[src/rtl/video_sync_gen.sv]
// video_sync_gen: raster timing generator with a FIFO-fed pixel path.
// Each line and each frame runs front porch, sync, back porch, then active.
// The pixel path starts reading the upstream FWFT FIFO once the FIFO
// reports ready and a frame boundary has been reached. After that it never
// stops until reset. Every video output is registered one cycle after the
// counter state that produces it.
// Optional build macro VIDEO_SYNC_GEN_TEST_PATTERN_EN replaces the FIFO
// pixels with 8 vertical colour bars and disables all FIFO reads.
module video_sync_gen #(
  parameter int HDISP  = 800,
  parameter int VDISP  = 480,
  parameter int HFP    = 40,
  parameter int HPULSE = 48,
  parameter int HBP    = 40,
  parameter int VFP    = 13,
  parameter int VPULSE = 3,
  parameter int VBP    = 29
) (
  input  logic        pixel_clk,
  input  logic        pixel_rst,
  input  logic        fifo_ready,
  input  logic        fifo_empty,
  input  logic [23:0] fifo_rdata,
  output logic        fifo_read,
  output logic        video_HS,
  output logic        video_VS,
  output logic        video_BLANK,
  output logic [23:0] video_RGB,
  output logic        underflow
);

  localparam int HTOT = HFP + HPULSE + HBP + HDISP;
  localparam int VTOT = VFP + VPULSE + VBP + VDISP;
  localparam int HACT = HFP + HPULSE + HBP;
  localparam int VACT = VFP + VPULSE + VBP;
  localparam int HW   = $clog2(HTOT);
  localparam int VW   = $clog2(VTOT);

  typedef enum logic [1:0] {WAIT_READY, WAIT_FRAME, RUN} state_t;

  state_t        state_q, state_d;
  logic [HW-1:0] hcnt_q, hcnt_d;
  logic [VW-1:0] vcnt_q, vcnt_d;
  logic          hs_q, hs_d;
  logic          vs_q, vs_d;
  logic          blank_q, blank_d;
  logic [23:0]   rgb_q, rgb_d;
  logic          uf_q, uf_d;
  logic          active;
  logic          h_end;
  logic          v_end;

`ifdef VIDEO_SYNC_GEN_TEST_PATTERN_EN
  logic [31:0]   bar_k;
`endif

  // Raster counters: the line counter advances only when the pixel counter wraps.
  always_comb begin
    h_end  = (hcnt_q == HW'(HTOT - 1));
    v_end  = (vcnt_q == VW'(VTOT - 1));
    hcnt_d = h_end ? '0 : hcnt_q + 1'b1;
    vcnt_d = vcnt_q;
    if (h_end) begin
      vcnt_d = v_end ? '0 : vcnt_q + 1'b1;
    end
    active = (hcnt_q >= HW'(HACT)) && (vcnt_q >= VW'(VACT));
  end

  // Start-up sequencing: wait for FIFO data, then align to a frame start.
  // A later drop of fifo_ready is ignored because RUN never exits.
  always_comb begin
    state_d = state_q;
    case (state_q)
      WAIT_READY: if (fifo_ready) state_d = WAIT_FRAME;
      WAIT_FRAME: if (hcnt_q == '0 && vcnt_q == '0) state_d = RUN;
      RUN:        state_d = RUN;
      default:    state_d = WAIT_READY;
    endcase
  end

  // Next values of the registered video outputs, plus the FIFO pop strobe.
  always_comb begin
    hs_d    = !((hcnt_q >= HW'(HFP)) && (hcnt_q < HW'(HFP + HPULSE)));
    vs_d    = !((vcnt_q >= VW'(VFP)) && (vcnt_q < VW'(VFP + VPULSE)));
    blank_d = active;
`ifdef VIDEO_SYNC_GEN_TEST_PATTERN_EN
    bar_k     = (32'(hcnt_q) - 32'(HACT)) * 32'd8 / 32'(HDISP);
    fifo_read = 1'b0;
    rgb_d     = active ? {{8{bar_k[2]}}, {8{bar_k[1]}}, {8{bar_k[0]}}} : 24'h0;
    uf_d      = 1'b0;
`else
    // A pixel that finds the FIFO empty is dropped (black), not delayed.
    fifo_read = (state_q == RUN) && active && !fifo_empty;
    rgb_d     = fifo_read ? fifo_rdata : 24'h0;
    uf_d      = uf_q | ((state_q == RUN) && active && fifo_empty);
`endif
  end

  // All state, including the output registers, is cleared asynchronously.
  always_ff @(posedge pixel_clk or posedge pixel_rst) begin
    if (pixel_rst) begin
      state_q <= WAIT_READY;
      hcnt_q  <= '0;
      vcnt_q  <= '0;
      hs_q    <= 1'b1;
      vs_q    <= 1'b1;
      blank_q <= 1'b0;
      rgb_q   <= 24'h0;
      uf_q    <= 1'b0;
    end else begin
      state_q <= state_d;
      hcnt_q  <= hcnt_d;
      vcnt_q  <= vcnt_d;
      hs_q    <= hs_d;
      vs_q    <= vs_d;
      blank_q <= blank_d;
      rgb_q   <= rgb_d;
      uf_q    <= uf_d;
    end
  end

  assign video_HS    = hs_q;
  assign video_VS    = vs_q;
  assign video_BLANK = blank_q;
  assign video_RGB   = rgb_q;
  assign underflow   = uf_q;

endmodule

[config.mk]
export PLATFORM = sky130hd
export DESIGN_NAME = video_sync_gen
export DESIGN_NICKNAME = d
export VERILOG_FILES = /design/src/rtl/video_sync_gen.sv
export SDC_FILE = /design/constraint.sdc
export NUM_CORES = 1
export LEC_CHECK = 0
export BUFFER_PORTS_ARGS = -buffer_cell sky130_fd_sc_hd__buf_4
export CORE_ASPECT_RATIO = 0.9
export CORE_MARGIN = 4
export CORE_UTILIZATION = 47
export DETAILED_ROUTE_END_ITERATION = 16
export GPL_TIMING_DRIVEN = 0
export PLACE_DENSITY = 0.82
export REMOVE_ABC_BUFFERS = 1
export SLEW_MARGIN = 20
export SYNTH_ARGS = -nofsm -noshare
export SYNTH_HDL_FRONTEND = slang
export SYNTH_SLANG_ARGS = --single-unit
[constraint.sdc]
create_clock -name pixel_clk -period 1.9 [get_ports pixel_clk]
set_input_delay 0.095 -clock pixel_clk [delete_from_list [all_inputs] [get_ports pixel_clk]]
set_output_delay 0.095 -clock pixel_clk [all_outputs]
set_load 0.005 [all_outputs]
# Word-level counts from Yosys, hierarchy flattened
# Cells that the tools add are included.
# W data, S select, Z words.
totals:
  register_bits: 50
  inputBits: 28
  output_inout_bits: 29
  word_cells: 43
classes:
  n_addsub: 2
  n_lt_le_gt_ge: 6
  n_eq_ne: 6
  muxes: 6
  n_bitwise: 1
  reduce_logical: 14
op_table:
  columns: ["op", "count"]
  rows:
  - ["$mux W24", 1]
  - ["$add A10 B1 Y10 const B", 2]
  - ["$eq A10 B10 Y1 const B", 2]
  - ["$ge A10 B6 Y1 const B", 2]
  - ["$logic_not A10 Y1", 2]
  - ["$mux W10", 2]
  - ["$ge A10 B4 Y1 const B", 1]
  - ["$ge A10 B8 Y1 const B", 1]
  - ["$lt A10 B5 Y1 const B", 1]
  - ["$lt A10 B7 Y1 const B", 1]
  - ["$logic_and A1 B1 Y1", 7]
  - ["$pmux W2 S3", 1]
  - ["$mux W2", 2]
  - ["$ne A2 B2 Y1 const B", 2]
  - ["$logic_not A1 Y1", 3]
  - ["$eq A2 B1 Y1 const B", 1]
  - ["$eq A2 B2 Y1 const B", 1]
  - ["$logic_not A2 Y1", 1]
  - ["$reduce_and A2 Y1", 1]
  - ["$or A1 B1 Y1", 1]

# Depth between registers and ports, before layout
# Gate-level depths: netlist of run 1.
logic_depth:
  ltp_word: 5
  depth_mapped: 7

# Worst setup path before layout of run 1
# No wires, ideal clock.
synth_path:
  path_type: "register to register"
  start: "register hcnt_q[0]"
  end: "register vcnt_q[6]"
  setup_ns: 0.124
  t_arrival_ns: 1.736
  setup_slack_ns: 0.040
  path_stages_with_launch: 7
  period_less_slack_ns: 1.860
  cell_sequence: "dfrtp_1 ha_1 nand4_2 or3_1 buf_2 or3_4 xnor2_2"
synth_between:
  elab_chain_len: 1
synth_lines:
  columns: ["element", "line_no", "text"]
  rows:
  - ["start: declaration", "42", "logic [HW-1:0] hcnt_q, hcnt_d;"]
  - ["start signal: assignment", "112", "hcnt_q <= hcnt_d;"]
  - ["$eq A10 B10 Y1", "59", "h_end = (hcnt_q == HW'(HTOT - 1));"]
  - ["end signal: assignment", "113", "vcnt_q <= vcnt_d;"]
  - ["end: declaration", "43", "logic [VW-1:0] vcnt_q, vcnt_d;"]
# Every way passes these cells.
# A chain may end at the register's enable or synchronous reset.

# Worst setup path after layout of run 1
layout_path:
  start: "register hcnt_q[1]"
  end: "register vcnt_q[6]"
# Same word-level chain as after synthesis.

==> impl_metrics.yaml, run 1 <==
synthesis:
  synth_seq_cells: 50
  synth_top_family_by_area: "simple AND/OR/NAND/NOR gates"
  synth_compound_gate_area_share_pct: 7.029
  synth_edf_count: 0
  ys.flop_type: "dfrtp_1"
  synthMuxAreaShare_pct: 0.9336
  synth_seq_area_share_pct: 55.02
  synth-xor-area-share_pct: 3.789
  synth_cells: 207
  async_flop_share_pct: 100.0
  synth_area_leaders: "dfrtp_1 53%, nor3b_1 8.2%, ha_1 4.9%"
  synthDistinctLibCells: 45
  syn_area_um2: 2278
  synth_top_area_share_pct: 52.72
  synth_area_per_cell_um2: 11.01
  synth_simple_gate_area_share_pct: 24.27
  synth_top_cell_by_area: "dfrtp_1"
  yosys_warnings: 0
  synthAdderAreaFrac_pct: 4.942
setup_path:
  cp_max_fo: 8
  required_ns: 2.10
  rrSetupSlack_ns: 0.05
  critPathMaxStageDelay_ns: 0.42
  crit_arrival_ns: 2.05
  end_kind: "flip-flop"
  crit_type: "flip-flop to flip-flop"
  rr_startpoint: "hcnt_q[1]"
  start_kind: "flip-flop"
  crit_path_start: "hcnt_q[1]"
  path_common_cell: "or3_4"
  crit_slowest_cell: "or3_4"
  crit_chain: "ha_2 > nand4_2 > or3_4 > or3_4 > xnor2_2"
  crit_family: "simple AND/OR/NAND/NOR gates"
  path_buf_inv: 0
power:
  vdd_drop_max_v: 0.0003153
  p_leak_nw: 1.407
  total_power_mw: 1.803
  p_per_area_nw_per_um2: 597.9
clock_network:
  max-clock-path-buffers: 2
  cts.htree.levels: 2
  insertion_delay_ns: 0.31
  cts.sinks: 50
  cts_made_buffers: 5
  clk_pin_slew_ns: 0.10
  cts_root_buffer: "clkbuf_8"
  cts_tree: "built"
timing:
  hold_violations: 0
  whs_ns: 0.03458
  max_freq_mhz: 540.8
  finClkSkew_ns: 0.004064
  min_period_ns: 1.849
  worst_slew_pin_slew_ns: 0.7037
  drv_slew: 0
  slew_headroom_pct: 52.65
  finalSetupViolations: 0
  setup_tns_ns: 0
  fin_crit_sh_pct: 97.33
placement:
  portBuffers: 56
  dp_hpwl_um: 3327
  place_area_um2: 2751
  gp_congestion: 0.7871
global_route:
  grt_pass1_vias: 1730
  grt_pass1_wl_um: 7983
  grt.overflow.total: 0
  grt_start_max_net_pins: 33
  track_usage_pct: 17.68
  antenna_found_initial: 0
finish:
  fin_util_pct: 65.90
  area_delta_synth_final_pct: 32.34
  layout_commonest_cell: "buf_4"
  nets: 310
  drive_gt1_share_pct: 35.04
  final_cell_mix: "66 x buf_4, 46 x dfrtp_1, 25 x nor3b_1"
  antenna_cells: 0
  fillers: 350
  design_area_um2: 3015
drt:
  wl_per_cell_um: 15.45
  firstDrtPassIters: 4
  wirelength_um: 5190
  drt-initial-drc-count: 126
  vias: 1814
  avgViaCountPerCell: 5.399
  ant_nets: 0
  drcViolationCount: 0
min_path:
  worst_hold_path_type: "primary input to flip-flop"
  hp-start: "fifo_rdata[22]"
die:
  ios: 57
  coreArea_um2: 4576
  die_w_um: 81.39
  dieArea_um2: 6027
  floorplan.initialDensity_pct: 49.79
  rows: 23
  chipHeight_um: 74.05
run:
  drv_cap: 0
run_status:
  outcome: "completed"
## through the flow
stage	setup slack, ns	instances
after detailed placement	-0.3382	315
after floorplan	0.01700	196
after CTS	-0.01169	327
after global placement	-0.4884	314
after global routing	-0.02634	336
final	0.05075	336
## cell families (layout without fill, tap and decap cells)
family | Yosys count | in the layout
simple gates | 92 | 93
buf+inv | 20 | 85
mux | 2 | 2
flops | 50 | 50
xor+xnor | 9 | 9
compound gates | 25 | 26
fa+ha+maj | 9 | 9
## repair_timing
action / CTS / global route
pin swaps: 2 / 3
cloned: 1 / 1
setup buffers: 2 / 8
hold buffers: 1 / 0
resized for setup: 9 / 5
setup endpoints to repair: 34 / 4
endpoints found under the hold margin: 30 / 0
## flip-flops by register name, summed over array words and instances (netlist names)
| signal | flops |
|---|---|
| hcnt_q | 10 |
| state_q | 2 |
| underflow | 1 |
| vcnt_q | 10 |
| video_BLANK | 1 |
| video_HS | 1 |
| video_RGB | 24 |
| video_VS | 1 |
## cell usage after synthesis, types with 3 or more instances
master and instances:
nand3_1 10, clkbuf_1 3, ha_1 9, a21oi_1 4, a31oi_1 3, nand2_1 19, o21ai_0 7, buf_2 7
o31ai_1 3, nand4_1 3, nor2_1 9, nor3b_1 25, inv_1 9, nor3_1 3, xnor2_1 6, or3_1 3
nor4_1 3, dfrtp_1 48
## worst register-to-register path: cells and delay by family, from the launching register on
kind                       cells  cell delay (ns)
xor gates and xnor gates       1             0.13
adders and majority gates      1             0.23
DFF                            1             0.39
and+or+nand+nor                3             1.00
## worst paths after layout
path | end | cells past startpoint
hold reg to reg | underflow | 2
min in group asynchronous | video_RGB[9] | 3
setup reg to reg | vcnt_q[6] | 5
setup / recovery | vcnt_q[6] | 5
hold / removal | video_RGB[22] | 2
max in group asynchronous | video_VS | 4
## report_power, final
part | total, mW | switching (mW) | internal, mW
logic | 0.0785 | 0.0294 | 0.0491
registers | 1.06 | 0 | 1.06
clock network | 0.661 | 0.385 | 0.276
## layer usage
metal | GRT usage [%] | share of wire (%)
met2 | 28.93 | 49
met4 | 8.255 | 1.3
met3 | 4.722 | 8.2
met1 | 21.96 | 42
met5 | 0 | 0
## layout make-up
type                    instances  area, um^2  share of cell area, %
inverters                       9       33.78                  1.120
well taps                      62       77.57                  2.573
clock buffers                   5       68.82                  2.282
multi-input cells             139        1017                  33.73
clock inverters                 3       28.78                 0.9544
flip-flops and latches         50        1256                  41.66
repair buffers                 68       533.0                  17.68
(Power assumes the default switching activity.)
==> inputs of run 2 (changes only) <==
- PLACE_DENSITY: 0.82 -> not set
- PLACE_DENSITY_LB_ADDON: not set -> 0.25
==> impl_metrics.yaml, run 2 (synthesis gave the netlist of run 1 again) <==
run_status:
  outcome: "completed"
timing:
  hold_violations: 0
  setup_tns_ns: 0
  min_period_ns: 1.883
  max_freq_mhz: 531.1
  drv_slew: 0
  worst_slew_pin_slew_ns: 0.5847
  whs_ns: 0.04956
  slew_headroom_pct: 60.66
  finalSetupViolations: 0
  finClkSkew_ns: 0.007634
  rsz0062_at_grt: "true"
  fin_crit_sh_pct: 99.09
finish:
  final_cell_mix: "66 x buf_4, 48 x dfrtp_1, 25 x nor3b_1"
  area_delta_synth_final_pct: 31.85
  fin_util_pct: 65.65
  largest_reg_flops: 24
  nets: 309
  antenna_cells: 0
  final_cells: 335
  layout_commonest_cell: "buf_4"
  drive_gt1_share_pct: 33.33
  fillers: 372
min_path:
  worst_hold_path_type: "primary input to flip-flop"
  whs_path_depth: 2
clock_network:
  cts.sinks: 50
  cts_made_buffers: 5
  cts_tree: "built"
  cts_root_buffer: "clkbuf_8"
  clk_pin_slew_ns: 0.09
  cts.htree.levels: 2
  max-clock-path-buffers: 2
  insertion_delay_ns: 0.30
die:
  dieArea_um2: 6027
  rows: 23
  die_w_um: 81.39
  floorplan.initialDensity_pct: 49.79
  coreArea_um2: 4576
  chipHeight_um: 74.05
  ios: 57
power:
  p_int_mw: 1.504
  switching_share_pct: 20.00
  p_per_area_nw_per_um2: 625.7
  p_leak_nw: 1.401
  total_power_mw: 1.880
  clock_power_share_pct: 39.4
  p_sw_mw: 0.3759
  seqPwrFrac_pct: 56.6
  p_comb_share_pct: 4.0
  vdd_drop_max_v: 0.0004053
drt:
  drt-initial-drc-count: 78
  avgViaCountPerCell: 5.278
  drcViolationCount: 0
  firstDrtPassIters: 4
  ant_nets: 0
  wl_per_cell_um: 15.48
  vias: 1768
  wirelength_um: 5186
global_route:
  grt_pass1_vias: 1806
  track_usage_pct: 18.58
  grt.overflow.total: 0
  antenna_found_initial: 0
  grt_start_max_net_pins: 30
  grt_pass1_wl_um: 8466
setup_path:
  end_kind: "output pin"
  cp-endpoint: "fifo_read"
  reg2reg_depth: 5
  rr_startpoint: "hcnt_q[1]"
  start_kind: "flip-flop"
  crit_path_start: "hcnt_q[7]"
  r2r_end: "vcnt_q[6]"
  required_ns: 1.80
  rrSetupSlack_ns: 0.07
  cp_max_fo: 25
  crit_arrival_ns: 1.79
  crit_type: "flip-flop to output pin"
placement:
  dp_hpwl_um: 3280
  gp_congestion: 0.7843
  portBuffers: 56
  dp_cells: 315
run:
  drv_cap: 0
[run 2: cell count changes in the layout (fill, tap and decap cells not counted), sizes merged]
cell	change
clkinv	-1
or3b	-1
clkbuf	+1
inv	-2
bufinv	+1
clkinvlp	+1
[run 2: area by class of cell]
type                       count  area [um^2]  share of cell area, %
sequential                    50         1254                  41.73
multi-input combinational    138         1003                  33.40
timing repair buffer          68        525.5                  17.49
tap                           62        77.57                  2.582
clock buffer                   6        72.57                  2.416
clock inverter                 2        37.54                  1.249
inverter                       9        33.78                  1.125
[run 2: through the flow]
stage,instance area [um^2],worst slack (ns)
global placement,2719,-0.5837
CTS,2935,0.007278
floorplan,2221,0.01700
detailed placement,2751,-0.2100
finish,3004,0.01727
global route,3004,-0.09077
[run 2: worst min path at each step]
stage / startpoint / end / slack (ns)
final: fifo_rdata[12] / video_RGB[12] / 0.05
after CTS: fifo_rdata[19] / video_RGB[19] / 0.04
after detailed placement: pixel_rst / video_RGB[10] / 0.14
after global placement: fifo_empty / underflow / 0.36
after global routing: fifo_rdata[16] / video_RGB[16] / 0.04
after floorplan: fifo_empty / underflow / 0.24
[run 2: critical path, stage by stage, from the launching register on]
cell     delay, ns
dfrtp_1       0.47
nor3_2        0.40
or3b_4        0.40
nor2_1        0.07
buf_4         0.14
[run 2: timing repair]
action | in CTS | in global routing
endpoints found under the hold margin | 19 | 0
setup endpoints to repair | 32 | 6
gates resized for setup | 8 | 2
cloned | 1 | 0
hold buffers | 1 | 0
pin swaps | 3 | 2
setup buffers | 3 | 7
[run 2: routing by layer]
metal	wire (um)	track usage (%)	vias to the layer above	share of wire, %
met5	0	0	-	0
met4	89	7.317	0	1.7
met3	262	3.269	9	5.1
met2	2666	31.83	43	51
met1	2167	23.45	857	42
li1	-	-	859	-
[run 2: power groups by stage]
stage	registers [mW]	clock network, mW	logic [mW]
2_1_floorplan	1.08	0	0.0235
3_3_place_gp	1.08	0	0.0689
3_5_place_dp	1.08	0	0.0749
4_1_cts	1.06	0.757	0.0770
5_1_grt	1.06	0.795	0.0835
6_report	1.06	0.741	0.0752
